$ cat config.mk
export PLATFORM = sky130hd
export DESIGN_NAME = fetch_controller
export DESIGN_NICKNAME = d
export VERILOG_FILES = /design/src/rtl/fetch_pkg.sv /design/src/rtl/fetch_fifo.sv /design/src/rtl/fetch_controller.sv
export SDC_FILE = /design/constraint.sdc
export NUM_CORES = 1
export LEC_CHECK = 0
export BUFFER_PORTS_ARGS = -buffer_cell sky130_fd_sc_hd__buf_2
export CAP_MARGIN = 20
export CELL_PAD_IN_SITES_DETAIL_PLACEMENT = 1
export CELL_PAD_IN_SITES_GLOBAL_PLACEMENT = 1
export CORE_ASPECT_RATIO = 0.7
export CORE_MARGIN = 3
export CORE_UTILIZATION = 43
export CTS_BUF_LIST = sky130_fd_sc_hd__clkbuf_16
export CTS_CLUSTER_DIAMETER = 200
export DETAILED_ROUTE_END_ITERATION = 6
export PLACE_DENSITY = 0.83
export SYNTH_ARGS = -nofsm -noshare
export SYNTH_HDL_FRONTEND = slang
export SYNTH_HIERARCHICAL = 1
export SYNTH_SLANG_ARGS = --single-unit
$ cat constraint.sdc
create_clock -name clk -period 2.46 [get_ports clk]
set_input_delay 0 -clock clk [delete_from_list [all_inputs] [get_ports clk]]
set_output_delay 0 -clock clk [all_outputs]
set_load 0.01 [all_outputs]
$ cat src/rtl/fetch_pkg.sv
// Shared widths, reset PC and state encoding for the instruction fetch block.
package fetch_pkg;

  localparam int FETCH_ADDR_W     = 8;
  localparam int FETCH_DATA_W     = 8;
  localparam int FETCH_FIFO_DEPTH = 2;
  localparam logic [FETCH_ADDR_W-1:0] FETCH_RESET_PC = 8'h00;

  typedef enum logic [1:0] {
    FC_IDLE   = 2'd0,
    FC_FETCH  = 2'd1,
    FC_HALTED = 2'd2
  } fc_state_t;

endpackage

$ cat src/rtl/fetch_fifo.sv
// Small synchronous prefetch FIFO; flush empties it in one cycle and wins over push/pop.
module fetch_fifo #(
  parameter int WIDTH = 16,
  parameter int DEPTH = 2,
  localparam int PTR_W = (DEPTH > 1) ? $clog2(DEPTH) : 1,
  localparam int CNT_W = $clog2(DEPTH) + 1
) (
  input  logic             clk,
  input  logic             reset,
  input  logic             push,
  input  logic             pop,
  input  logic             flush,
  input  logic [WIDTH-1:0] din,
  output logic [WIDTH-1:0] dout,
  output logic [CNT_W-1:0] count
);

  logic [WIDTH-1:0] mem [DEPTH];
  logic [PTR_W-1:0] wr_ptr;
  logic [PTR_W-1:0] rd_ptr;

  assign dout = mem[rd_ptr];

  always_ff @(posedge clk or posedge reset) begin
    if (reset) begin
      wr_ptr <= '0;
      rd_ptr <= '0;
      count  <= '0;
      for (int i = 0; i < DEPTH; i++) mem[i] <= '0;
    end else if (flush) begin
      wr_ptr <= '0;
      rd_ptr <= '0;
      count  <= '0;
    end else begin
      if (push) begin
        mem[wr_ptr] <= din;
        wr_ptr      <= wr_ptr + PTR_W'(1);
      end
      if (pop) rd_ptr <= rd_ptr + PTR_W'(1);
      count <= count + CNT_W'(push) - CNT_W'(pop);
    end
  end

endmodule

$ cat src/rtl/fetch_controller.sv
// Program counter, fetch sequencing and prefetch buffering in front of the decode stage.
//
//   state     | meaning
//   ----------+--------------------------------------------------------
//   FC_IDLE   | after reset, no fetches until start
//   FC_FETCH  | one fetch per cycle while the prefetch buffer has room
//   FC_HALTED | fetching stopped by halt_req, buffer still drains
module fetch_controller
  import fetch_pkg::*;
#(
  parameter int ADDR_W     = FETCH_ADDR_W,
  parameter int DATA_W     = FETCH_DATA_W,
  parameter logic [ADDR_W-1:0] RESET_PC = ADDR_W'(FETCH_RESET_PC),
  parameter int FIFO_DEPTH = FETCH_FIFO_DEPTH
) (
  input  logic              clk,
  input  logic              reset,
  input  logic              start,
  input  logic              halt_req,
  input  logic              redirect_valid,
  input  logic [ADDR_W-1:0] redirect_target,
  output logic [ADDR_W-1:0] imem_addr,
  input  logic [DATA_W-1:0] imem_data,
  output logic              instr_valid,
  output logic [DATA_W-1:0] instr_data,
  output logic [ADDR_W-1:0] instr_pc,
  input  logic              instr_ready,
  output logic              running
);

  localparam int CNT_W = $clog2(FIFO_DEPTH) + 1;

  fc_state_t                  state;
  logic [ADDR_W-1:0]          pc;
  logic [CNT_W-1:0]           fifo_count;
  logic [ADDR_W+DATA_W-1:0]   fifo_dout;
  logic                       push;
  logic                       pop;
  logic                       resume;

  assign imem_addr             = pc;
  assign instr_valid           = (fifo_count != '0);
  assign {instr_pc, instr_data} = fifo_dout;

  // A redirect throws away whatever would have moved through the buffer this cycle.
  assign pop    = instr_valid && instr_ready && !redirect_valid;
  assign push   = (state == FC_FETCH) && !redirect_valid &&
                  ((fifo_count < CNT_W'(FIFO_DEPTH)) || pop);
  assign resume = start && !halt_req && (state != FC_FETCH);

  fetch_fifo #(
    .WIDTH (ADDR_W + DATA_W),
    .DEPTH (FIFO_DEPTH)
  ) u_fifo (
    .clk   (clk),
    .reset (reset),
    .push  (push),
    .pop   (pop),
    .flush (redirect_valid),
    .din   ({pc, imem_data}),
    .dout  (fifo_dout),
    .count (fifo_count)
  );

  always_ff @(posedge clk or posedge reset) begin
    if (reset) begin
      state   <= FC_IDLE;
      pc      <= RESET_PC;
      running <= 1'b0;
    end else begin
      if (redirect_valid) pc <= redirect_target;
      else if (push)      pc <= pc + ADDR_W'(1);

      // Redirect leaves the state alone apart from a concurrent start.
      if (resume) begin
        state   <= FC_FETCH;
        running <= 1'b1;
      end else if (!redirect_valid) begin
        case (state)
          FC_IDLE, FC_HALTED: ;
          FC_FETCH: begin
            if (halt_req) begin
              state   <= FC_HALTED;
              running <= 1'b0;
            end
          end
          default: begin
            state   <= FC_IDLE;
            running <= 1'b0;
          end
        endcase
      end
    end
  end

endmodule
==> results.json <==
{
  "crit-reg2reg-launch": "state[1]",
  "post_drt_wl_per_cell_um": 17.2,
  "post_synth_instance_area_mm2": 0.00220,
  "yosysMostFrequentCell": "mux2_2",
  "synth.area.top_cells": "dfrtp_1 (52%), mux2_2 (25%), xnor2_1 (3.2%), ha_1 (1.7%), nand2_1 (1.5%)",
  "power_leakage_nw": 1.33,
  "worstSetupPathType": "reg2reg",
  "maxCapViolations": 0,
  "max_slew_margin": 0.496,
  "ys_ff_latch": 46,
  "synthArstFlopShare": 1.00,
  "synth_nets": 195,
  "synth_edf_count": 0,
  "finalSetupTns_ps": 0,
  "finalPower_mw": 2.85,
  "crit_family": "simple AND/OR/NAND/NOR gates",
  "area_delta_synth_final_pct": 27.7,
  "ant_nets": 0,
  "placed_cell_area_mm2": 0.00249,
  "startpoint": "state[1]",
  "fin_area_mm2": 0.00281,
  "clock_path_buffers": 2,
  "cts_resized": 0,
  "r2r_cells": 5,
  "antenna_found_initial": 0,
  "yosys_most_used_dff": "dfrtp_1",
  "cp-end-kind": "flip-flop",
  "start_util": 0.453,
  "cp.depth": 5,
  "drt_iter0_drc": 51,
  "outcome": "complete, no violations",
  "rsz0062_at_grt": "false",
  "finalSetupViolCount": 0,
  "cp_max_fo": 16,
  "htree_num_levels": 2,
  "synth_top_area_frac": 0.523,
  "dieArea_mm2": 0.00603,
  "synthTopCellsByCount": "mux2_2 (48), dfrtp_1 (46), nand2_1 (9), xnor2_1 (8), inv_1 (6)",
  "postSynthAreaPerCell_um2": 13.0,
  "reg2reg_to": "u_fifo/mem[17]",
  "globalplace.congestion": 0.727,
  "die_w_um": 91.5,
  "first_global_vias": 1738,
  "cpPeakStageDelay_ps": 400,
  "yosysWarningCount": 6,
  "start_kind": "flip-flop",
  "critical_path_arrival_ps": 2180,
  "fp.dieH_um": 65.9,
  "ys_seq_area_frac": 0.523,
  "fin_worst_skew_ps": 3.78,
  "drc_errors": 0,
  "numCtsBuffers": 5,
  "cts.sinks": 46,
  "setup.worst_path.end": "u_fifo/mem[17]",
  "synth_cells": 170,
  "crit_chain": "nand2b_4, nor3_1, nor3b_4, buf_4, mux2_2",
  "fmax_ghz": 0.495,
  "reg2reg_setup_slack_ps": 440,
  "firstDrtPassIters": 4,
  "port_buffers": 47,
  "fp.coreArea_mm2": 0.00486,
  "rows": 21,
  "power_density_mw_per_mm2": 1010,
  "min_period_ps": 2020,
  "drive_above_1_share": 0.468,
  "tightest_slew_ps": 756,
  "final_nets": 261,
  "cp_data_required_time_ps": 2620,
  "wirelength_um": 5260,
  "critical-path-slowest-cell": "dfrtp_1",
  "grt_use_total": 0.184,
  "vias": 1583,
  "grt_pass1_wl_um": 8690,
  "yosys.area.top_type": "dfrtp_1",
  "cts_tree": "built",
  "timing_hold_violations_final": 0,
  "slew_violations": 0,
  "cts_root_buffer": "clkbuf_16",
  "num_io_pins": 48,
  "clock_latency_ps": 280,
  "post-route-period-util": 0.821,
  "via_per_inst": 5.17,
  "path_clk_slew_ps": 60,
  "grt_max_degree": 37,
  "hold_class": "in2reg",
  "hold_ws_ps": 4.81,
  "n_antenna_cell": 0,
  "path_buf_inv": 1,
  "yosysUniqueCellTypes": 28,
  "overflow": 0,
  "dp_hpwl_um": 3620,
  "peakVddDrop_v": 0.000329
}
## through the flow
stage	util	cells	worst slack [ps]
2_1_floorplan	-	170	286
5_1_grt	0.578	306	336
4_1_cts	0.578	306	421
3_5_place_dp	0.513	281	472
6_report	0.578	306	441
3_3_place_gp	0.513	281	649
## sequential cells by signal, summed over array words and instances, names as in the netlist
signal         cells
imem_addr          8
u_fifo/count       2
u_fifo/wr_ptr      1
u_fifo/mem        32
u_fifo/rd_ptr      1
state              2
## layout by cell type (no fill, tap or decap), types with 5 or more instances in the layout
master and count:
nand2_1 9, buf_2 47, mux2_2 48, nor2_1 5, o21ai_0 5, xnor2_1 8, dlygate4sd3_1 17, dfrtp_1 46
clkbuf_16 5, inv_1 6
## metal layers
metal,part of all wire,vias up,track usage
li1,-,724,-
met3,0.035,8,0.0353
met5,0,-,0
met2,0.51,42,0.325
met4,0.019,0,0.0583
met1,0.44,809,0.230
## cell type report
cell class                      count  area (µm²)
Sequential cell                    46        1150
Clock inverter                      3        21.3
Tap cell                           69        86.3
Inverter                            6        22.5
Fill cell                         507        2050
Timing Repair Buffer               67         428
Multi-Input combinational cell    110         977
Clock buffer                        5         125
## tightest hold or removal path, cell delays in order
cell	delay [ps]
buf_2	110
nand2b_1	50
o21ai_0	70
## power by group
part / internal (mW) / switching [mW]
Combinational: 0.544 / 0.396
Sequential: 1.05 / 0.211
Clock: 0.376 / 0.276
## worst min path at each step
stage,start,end,slack (ps),depth (start not counted)
after floorplan,reset,imem_addr[0],-160,1
after global placement,reset,imem_addr[4],20,2
after detailed placement,reset,imem_addr[1],30,2
after CTS,halt_req,state[1],10,3
after global routing,halt_req,state[1],40,3
final,halt_req,state[1],5,3
## kinds of logic after synthesis
logic type	Yosys count	synth area share
fa+ha+maj	3	0.0170
xor+xnor	9	0.0420
flops	46	0.523
compound gates	11	0.0284
buf+inv	14	0.0335
mux	49	0.250
simple gates	38	0.106
## repair_timing
item | 4_1_cts | 5_1_grt
setup endpoints to repair | 0 | 0
hold buffers | 17 | 0
hold endpoints to repair | 69 | 0
buffers inserted | 0 | 0
(Power assumes the default switching activity.)
